$ cat src/rtl/pentary_icache_if.sv
// rtl/pentary_icache_if.sv - fetch and refill bus bundle for pentary_icache
interface pentary_icache_if;
    logic [47:0] i_cache_addr;
    logic        i_cache_read;
    logic [31:0] i_cache_data;
    logic        i_cache_ready;
    logic        mem_req;
    logic [47:0] mem_addr;
    logic        mem_ack;
    logic [31:0] mem_data;

    modport slave (
        input  i_cache_addr,
        input  i_cache_read,
        output i_cache_data,
        output i_cache_ready,
        output mem_req,
        output mem_addr,
        input  mem_ack,
        input  mem_data
    );

    modport master (
        output i_cache_addr,
        output i_cache_read,
        input  i_cache_data,
        input  i_cache_ready,
        input  mem_req,
        input  mem_addr,
        output mem_ack,
        output mem_data
    );
endinterface

$ cat src/rtl/pentary_icache.sv
// rtl/pentary_icache.sv - direct-mapped one-word-per-line instruction cache
module pentary_icache #(
    parameter int IDX_W = 4
) (
    input  logic                   clk,
    input  logic                   reset_n,
    pentary_icache_if.slave        bus,
    input  logic                   invalidate,
    output logic                   busy,
    output logic [15:0]            hit_count,
    output logic [15:0]            miss_count
);
    localparam int LINES = 1 << IDX_W;
    localparam int TAG_W = 46 - IDX_W;

    typedef enum logic [1:0] {
        IDLE,
        REFILL,
        INVAL
    } state_t;

    state_t state;
    state_t state_next;

    logic [LINES-1:0] valid;
    logic [TAG_W-1:0] tag_mem  [LINES];
    logic [31:0]      data_mem [LINES];

    logic             inval_pending;
    logic [IDX_W-1:0] sweep;
    logic [47:2]      refill_addr;

    logic [IDX_W-1:0] req_idx;
    logic [TAG_W-1:0] req_tag;
    logic [IDX_W-1:0] fill_idx;
    logic [TAG_W-1:0] fill_tag;
    logic             lookup_hit;
    logic             hit;
    logic             miss;
    logic             fill;
    logic             unused_ok;

    assign req_idx    = bus.i_cache_addr[IDX_W+1:2];
    assign req_tag    = bus.i_cache_addr[47:IDX_W+2];
    assign fill_idx   = refill_addr[IDX_W+1:2];
    assign fill_tag   = refill_addr[47:IDX_W+2];
    assign lookup_hit = valid[req_idx] && (tag_mem[req_idx] == req_tag);
    assign unused_ok  = ^bus.i_cache_addr[1:0];

    always_ff @(posedge clk or negedge reset_n) begin
        if (!reset_n) begin
            state <= IDLE;
        end else begin
            state <= state_next;
        end
    end

    // Invalidation outranks a same-cycle miss; a hit is still served since its data is good.
    always_comb begin
        state_next = state;
        hit        = 1'b0;
        miss       = 1'b0;
        fill       = 1'b0;
        case (state)
            IDLE: begin
                if (bus.i_cache_read && lookup_hit) begin
                    hit = 1'b1;
                end
                if (invalidate) begin
                    state_next = INVAL;
                end else if (bus.i_cache_read && !lookup_hit) begin
                    miss       = 1'b1;
                    state_next = REFILL;
                end
            end
            REFILL: begin
                if (bus.mem_ack) begin
                    fill       = 1'b1;
                    state_next = (inval_pending || invalidate) ? INVAL : IDLE;
                end
            end
            INVAL: begin
                if (sweep == IDX_W'(LINES - 1)) begin
                    state_next = IDLE;
                end
            end
            default: state_next = IDLE;
        endcase
    end

    assign bus.i_cache_ready = hit;
    assign bus.i_cache_data  = hit ? data_mem[req_idx] : 32'd0;
    assign bus.mem_req       = (state == REFILL);
    assign bus.mem_addr      = {refill_addr, 2'b00};
    assign busy              = (state != IDLE);

    always_ff @(posedge clk or negedge reset_n) begin
        if (!reset_n) begin
            valid <= '0;
        end else if (fill) begin
            valid[fill_idx] <= 1'b1;
        end else if (state == INVAL) begin
            valid[sweep] <= 1'b0;
        end
    end

    always_ff @(posedge clk) begin
        if (fill) begin
            tag_mem[fill_idx]  <= fill_tag;
            data_mem[fill_idx] <= bus.mem_data;
        end
    end

    always_ff @(posedge clk or negedge reset_n) begin
        if (!reset_n) begin
            sweep <= '0;
        end else if (state == INVAL) begin
            sweep <= sweep + 1'b1;
        end else begin
            sweep <= '0;
        end
    end

    always_ff @(posedge clk or negedge reset_n) begin
        if (!reset_n) begin
            inval_pending <= 1'b0;
        end else if (state == REFILL) begin
            if (bus.mem_ack) begin
                inval_pending <= 1'b0;
            end else if (invalidate) begin
                inval_pending <= 1'b1;
            end
        end else begin
            inval_pending <= 1'b0;
        end
    end

    always_ff @(posedge clk or negedge reset_n) begin
        if (!reset_n) begin
            refill_addr <= '0;
        end else if (miss) begin
            refill_addr <= bus.i_cache_addr[47:2];
        end
    end

    always_ff @(posedge clk or negedge reset_n) begin
        if (!reset_n) begin
            hit_count  <= 16'd0;
            miss_count <= 16'd0;
        end else begin
            if (hit && hit_count != 16'hFFFF) begin
                hit_count <= hit_count + 16'd1;
            end
            if (miss && miss_count != 16'hFFFF) begin
                miss_count <= miss_count + 16'd1;
            end
        end
    end
endmodule

$ cat src/flat_wrapper.sv
// flat-port wrapper written by rule: the top's interface ports become plain ports
module pentary_icache_flat 
#(
    parameter int IDX_W = 4
)
  (clk, reset_n, invalidate, busy, hit_count, miss_count, bus_i_cache_addr, bus_i_cache_read, bus_i_cache_data, bus_i_cache_ready, bus_mem_req, bus_mem_addr, bus_mem_ack, bus_mem_data);
  pentary_icache_if bus_i ();
  input  logic clk;
  input  logic reset_n;
  input  logic invalidate;
  output logic busy;
  output logic [15:0] hit_count;
  output logic [15:0] miss_count;
  input wire logic [$bits(bus_i.i_cache_addr)-1:0] bus_i_cache_addr;
  input wire logic [$bits(bus_i.i_cache_read)-1:0] bus_i_cache_read;
  output wire logic [$bits(bus_i.i_cache_data)-1:0] bus_i_cache_data;
  output wire logic [$bits(bus_i.i_cache_ready)-1:0] bus_i_cache_ready;
  output wire logic [$bits(bus_i.mem_req)-1:0] bus_mem_req;
  output wire logic [$bits(bus_i.mem_addr)-1:0] bus_mem_addr;
  input wire logic [$bits(bus_i.mem_ack)-1:0] bus_mem_ack;
  input wire logic [$bits(bus_i.mem_data)-1:0] bus_mem_data;
  assign bus_i.i_cache_addr = bus_i_cache_addr;
  assign bus_i.i_cache_read = bus_i_cache_read;
  assign bus_i_cache_data = bus_i.i_cache_data;
  assign bus_i_cache_ready = bus_i.i_cache_ready;
  assign bus_mem_req = bus_i.mem_req;
  assign bus_mem_addr = bus_i.mem_addr;
  assign bus_i.mem_ack = bus_mem_ack;
  assign bus_i.mem_data = bus_mem_data;
  pentary_icache #(.IDX_W(IDX_W)) u_core (.clk(clk), .reset_n(reset_n), .bus(bus_i), .invalidate(invalidate), .busy(busy), .hit_count(hit_count), .miss_count(miss_count));
endmodule
$ cat config.mk
export PLATFORM = sky130hd
export DESIGN_NAME = pentary_icache_flat
export DESIGN_NICKNAME = d
export VERILOG_FILES = /design/src/rtl/pentary_icache_if.sv /design/src/rtl/pentary_icache.sv /design/src/flat_wrapper.sv
export SDC_FILE = /design/constraint.sdc
export NUM_CORES = 1
export LEC_CHECK = 0
export CORE_MARGIN = 2
export CORE_UTILIZATION = 61
export DETAILED_ROUTE_END_ITERATION = 8
export GPL_ROUTABILITY_DRIVEN = 0
export PLACE_DENSITY = 0.85
export SLEW_MARGIN = 25
export SYNTH_ARGS = -nofsm -noshare
export SYNTH_HDL_FRONTEND = slang
export SYNTH_SLANG_ARGS = --single-unit
$ cat constraint.sdc
create_clock -name clk -period 8.4 [get_ports clk]
set_clock_uncertainty 0.2 [all_clocks]
set_input_delay 1.68 -clock clk [delete_from_list [all_inputs] [get_ports clk]]
set_output_delay 1.68 -clock clk [all_outputs]
set_load 0.05 [all_outputs]
# --- Word level (Yosys, flattened, before mapping) ---
# Memory sizes are Yosys's and may differ from the RTL's.
# Cells that the tools add are included.
word_totals:
  regBits: 101
  mem_bits_rw: 1184
  input_bits: 85
  out_inout_bits: 115
  mem_count: 2
memory_table:
  columns: ["name", "words", "width", "rd", "rd_ports_with_merged_regs", "wr", "line", "text"]
  rows:
  - ["u_core.tag_mem", 16, 42, 1, 0, 1, "pentary_icache.sv:26", "logic [TAG_W-1:0] tag_mem [LINES];"]
  - ["u_core.data_mem", 16, 32, 1, 0, 1, "pentary_icache.sv:27", "logic [31:0] data_mem [LINES];"]
op_classes:
  addsub: 3
  order_cmp: 5
  n_eq_ne: 10
  n_mux: 28
  bitwise: 3
  reduce_logical: 13
ops:
  columns: ["op", "n"]
  rows:
  - ["42-bit == test", 1]
  - ["16-bit by 1-bit adder with 16-bit output (second input constant)", 2]
  - ["16-bit two-way mux", 2]
  - ["32-bit two-way mux", 1]
  - ["16-bit != test (second input constant)", 2]
  - ["16-bit AND", 1]
  - ["16-bit inverter", 1]
  - ["16-bit bitwise OR", 1]
  - ["4-bit by 5-bit less-than comparator with 1-bit output (second input constant)", 3]
  - ["1-bit two-way mux", 15]
  - ["2-bit two-way mux", 5]
  - ["1-bit demux with 4-bit select", 2]
  - ["4-bit by 1-bit >= comparator with 1-bit output (second input constant)", 2]
  - ["1-bit logical AND", 7]
  - ["3-bit by 2-bit != test with 1-bit output (second input constant)", 2]
  - ["2-bit case mux with 3 select lines", 1]
  - ["4-bit by 1-bit adder with 4-bit output (second input constant)", 1]
  - ["1-bit binary-select mux with 4-bit select", 1]
  - ["4-bit == test (second input constant)", 1]
  - ["4-bit two-way mux", 1]
  - ["2-bit by 1-bit != test with 1-bit output (second input constant)", 2]
  - ["2-bit nonzero test", 2]
  - ["3-bit AND reduction", 1]
  - ["2-bit by 1-bit == test with 1-bit output (second input constant)", 1]
  - ["4 further kinds", 4]

# --- Depth between registers and ports, before layout ---
# Gate-level depths: netlist (run 1).
logic_depth:
  word_depth: 9
  ltp_mapped: 16
  depth_no_buf: 9

# --- Worst setup path before layout (run 1) ---
# No wires, ideal clock.
synth_timing:
  kind: "input to register"
  from: "input port bus_mem_ack"
  to: "memory u_core.data_mem[0][0] (enable)"
  t_arrival_ns: 7.194
  t_required_ns: 7.601
  path_slack_ns: 0.406
  stages: 3
  cell_sequence: "nand2_1 -> or3_1 -> nor3_1"
synth_via:
  elab_chain_cells: 4
synth_lines:
  columns: ["element", "line", "text"]
  rows:
  - ["from (decl)", "flat_wrapper.sv:20", "input wire logic [$bits(bus_i.mem_ack)-1:0] bus_mem_ack;"]
  - ["1-bit two-way mux", "pentary_icache.sv:77", "if (bus.mem_ack) begin"]
  - ["1-bit two-way mux", "pentary_icache.sv:64", "case (state)"]
  - ["1-bit two-way mux", "pentary_icache.sv:108", "if (fill) begin"]
  - ["1-bit two-way mux (not written as such)", "pentary_icache.sv:110", "data_mem[fill_idx] <= bus.mem_data;"]
  - ["to (decl)", "pentary_icache.sv:27", null]
# Every way passes these cells.

# --- Final worst setup path (run 1) ---
layout_timing:
  from: "input port bus_i_cache_addr[2]"
  to: "output port bus_i_cache_data[6]"
layout_via:
  elab_chain_cells: 7
layout_lines:
  columns: ["element", "line", "text"]
  rows:
  - ["from (decl)", "flat_wrapper.sv:14", "input wire logic [$bits(bus_i.i_cache_addr)-1:0] bus_i_cache_addr;"]
  - ["memory read 16 x 42 bit / 1-bit binary-select mux with 4-bit select (equally long branches)", null, null]
  - ["42-bit == test / 1-bit two-way mux (equally long branches)", "pentary_icache.sv:47", "assign lookup_hit = valid[req_idx] && (tag_mem[req_idx] == req_tag);"]
  - ["1-bit logical AND", "pentary_icache.sv:47", null]
  - ["1-bit logical AND", "pentary_icache.sv:66", "if (bus.i_cache_read && lookup_hit) begin"]
  - ["1-bit two-way mux", "pentary_icache.sv:66", null]
  - ["1-bit two-way mux", "pentary_icache.sv:64", null]
  - ["32-bit two-way mux *", "pentary_icache.sv:92", "assign bus.i_cache_data = hit ? data_mem[req_idx] : 32'd0;"]
  - ["to (decl)", "flat_wrapper.sv:16", "output wire logic [$bits(bus_i.i_cache_data)-1:0] bus_i_cache_data;"]
# Every way passes the cells marked *; elsewhere a longest branch is shown, timed or not. The select of a mux whose other input is x is not followed.

==> impl_metrics.py, run 1 <==
metrics = {
    "outcome": {
        "status": "finished, final reports clean",
    },
    "sta": {
        "rsz0062_at_grt": "false",
        "maxSlewHeadroom_pct": 27.4,
        "slew_viol_final": 0,
        "tns_ps": 0,
        "finalCritPeriodShare_pct": 90.5,
        "tightest_slew_ps": 1090,
        "fmax_mhz": 132,
        "post-route-min-period_ps": 7600,
        "setup_violations": 0,
        "final_hold_viol_count": 0,
    },
    "setup_path": {
        "reg2reg_depth": 10,
        "crit_required_ps": 6520,
        "path_class": "in -> out",
        "cp_max_fo": 50,
        "end_kind": "primary output",
        "r2r-end": "u_core.refill_addr[34]",
        "worstPathArrival_ps": 5720,
        "reg2reg_slack_ps": 3970,
        "start_kind": "input port",
        "reg2reg_from": "u_core.tag_mem[5][8]",
    },
    "hold_path": {
        "whs_path_depth": 1,
        "worstHoldStart": "u_core.hit_count[4]",
        "hold_end": "u_core.hit_count[4]",
        "hold_path.class": "reg -> reg",
    },
    "detailed_routing": {
        "wire_per_inst_um": 32.4,
        "finalWirelength_um": 126000,
        "dr.first_iter.drc_count": 3387,
        "first_pass_iters": 6,
        "drc": 0,
        "vias": 26500,
        "viasPerCell": 6.82,
        "ant_nets": 0,
    },
    "global_routing": {
        "overflow": 0,
        "grt_pass1_wl_um": 184000,
        "grt_max_degree": 73,
        "grt_usage_pct": 29.7,
        "grt_pass1_vias": 27300,
        "antenna_found_initial": 9,
    },
    "clocking": {
        "cts_tree": "yes",
        "htreeDepth": 3,
        "post_cts_buffers": 0,
        "clk_pin_slew_worst_paths_ps": 60,
        "cts_hold_buffers": 0,
        "cts_buffers": 121,
        "cts-root-buf": "clkbuf_16",
        "cts_sinks": 1285,
        "cts_resized": 0,
        "cts_max_path_buffers": 3,
        "clk_latency_ps": 700,
    },
    "synthesis": {
        "synth-seq-area-share_pct": 74.7,
        "synth_edf_count": 1184,
        "ys_ff_latch": 1285,
        "yosysUniqueCellTypes": 72,
        "synth_area_sq_mm": 0.0510,
        "yosys_warnings": 0,
        "yosys_most_used_dff": "edfxtp_1",
        "synth_cells": 2440,
        "avgSynthCellArea_sq_um": 20.9,
        "async_flop_share_pct": 7.86,
    },
    "placed_design": {
        "post_dp_cell_area_sq_mm": 0.0546,
        "dpl.hpwl_um": 67600,
        "portBuffers": 195,
    },
    "die": {
        "die_area_sq_mm": 0.0859,
        "design.core.area_sq_mm": 0.0832,
        "rows": 106,
        "start_util_pct": 61.3,
        "die_h_um": 293,
        "io_pins": 200,
        "dieWidth_um": 293,
    },
    "final_layout": {
        "syn2layout_area_growth_pct": 14.7,
        "layout_commonest_cell": "edfxtp_1",
        "mostFrequentLayoutCells": "1184 x edfxtp_1, 305 x mux4_2, 157 x clkdlybuf4s50_1",
        "final_nets": 2790,
        "drive_above_1_share_pct": 23.2,
        "final_area_sq_mm": 0.0585,
    },
    "power": {
        "power_leakage_nw": 19.3,
        "max-vdd-ir-drop_v": 0.000177,
        "p_total_w": 0.0149,
        "powerDensity_mw_per_mm2": 255,
    },
    "run": {
        "drv_cap": 0,
    },
}
flip-flops by register name (all words and copies together) (netlist names):
| name | cells |
|---|---|
| u_core.data_mem | 512 |
| u_core.hit_count | 16 |
| u_core.inval_pending | 1 |
| u_core.miss_count | 16 |
| u_core.refill_addr | 46 |
| u_core.state | 2 |
| u_core.sweep | 4 |
| u_core.tag_mem | 672 |
| u_core.valid | 16 |
routing by layer:
layer | vias up | track usage, % | part of all wire (%) | wire, um
met2 | 1776 | 50.0 | 51 | 64400
met1 | 13700 | 39.0 | 35 | 44600
met3 | 357 | 5.45 | 9.3 | 11700
li1 | 10600 | - | - | -
met5 | - | 0 | 0.073 | 92
met4 | 12 | 11.7 | 4.1 | 5160
power by group:
group	total [W]	switching (W)	internal, W
Combinational	0.00150	0.000952	0.000550
Clock	0.00532	0.00234	0.00299
Sequential	0.00807	0.000507	0.00756
cell type report:
class | instances | area (sq um)
Antenna cell | 5 | 12.5
Clock buffer | 159 | 3270
Clock inverter | 68 | 578
Fill cell | 4676 | 24700
Inverter | 18 | 70.1
Multi-Input combinational cell | 1018 | 12200
Sequential cell | 1285 | 38100
Tap cell | 1080 | 1350
Timing Repair Buffer | 255 | 2850
critical path, cell delays in order:
cell and delay (ps):
buf_8 390, buf_4 570, mux4_2 630, mux4_2 530, xnor2_1 250, nand3_1 150, nor4_1 290, and4_1 240
and4b_1 270, buf_12 220, and2_1 230, buf_12 150
Yosys cell counts, drive strengths merged (6+ instances only):
cell type	instances	share of area, %
and3	13	0.16
a221oi	11	0.23
xnor2	44	0.77
nand3	29	0.28
o22ai	7	0.086
inv	18	0.13
a221o	7	0.14
o21ai	14	0.14
mux2	62	1.4
mux2i	109	2.1
clkbuf	37	0.27
nand2	48	0.35
nor2	72	0.53
nand2b	12	0.15
buf	83	1.1
or4	7	0.10
xor2	25	0.43
nor4	17	0.25
nand4	16	0.21
nor3	40	0.39
nor2b	15	0.18
dfrtp	101	5.0
and2	44	0.54
ha	6	0.15
mux4	305	13
a21oi	24	0.24
a22oi	17	0.25
edfxtp	1184	70
how the worst max path moves through the flow:
stage,startpoint,end,slack [ps],cells past startpoint
final,bus_i_cache_addr[2],bus_i_cache_data[6],800,12
after global placement,bus_i_cache_addr[2],bus_i_cache_data[28],930,12
after floorplan,bus_mem_ack,u_core.data_mem[0][0],410,3
after detailed placement,bus_i_cache_addr[2],bus_i_cache_data[30],840,13
after global routing,bus_i_cache_addr[2],bus_i_cache_data[22],570,12
after CTS,bus_i_cache_addr[2],bus_i_cache_data[6],740,12
cell families (layout without fill, tap and decap cells):
logic type / Yosys count / after routing / synth area share (%)
multiplexers: 476 / 476 / 17.0
other: 1 / 7 / 0.00736
adder cells (fa/ha/maj): 6 / 6 / 0.147
buffers and inverters: 138 / 500 / 1.52
AO/OA/AOI/OAI: 123 / 123 / 1.80
flip-flops: 1285 / 1285 / 74.7
XOR/XNOR: 69 / 69 / 1.20
AND/OR/NAND/NOR: 342 / 342 / 3.63
stage by stage:
| stage | hold slack [ps] | setup WS, ps | utilization [%] | std cells |
|---|---|---|---|---|
| 2_1_floorplan | 277 | 406 | - | 2441 |
| 3_3_place_gp | 274 | 926 | 65.6 | 3655 |
| 6_report | 294 | 796 | 70.3 | 3888 |
| 4_1_cts | 296 | 738 | 70.2 | 3882 |
| 3_5_place_dp | 282 | 840 | 65.6 | 3655 |
| 5_1_grt | 312 | 571 | 70.3 | 3885 |
(Power assumes the default switching activity.)
==> run 2: changes to the inputs <==
--- a/config.mk
+++ b/config.mk
@@ -5,6 +5,7 @@
 export SDC_FILE = /design/constraint.sdc
 export NUM_CORES = 1
 export LEC_CHECK = 0
+export CAP_MARGIN = 20
 export CORE_MARGIN = 2
 export CORE_UTILIZATION = 61
 export DETAILED_ROUTE_END_ITERATION = 8
==> results of run 2 <==
The final DEF is identical to that of run 1; final timing and power are the same.
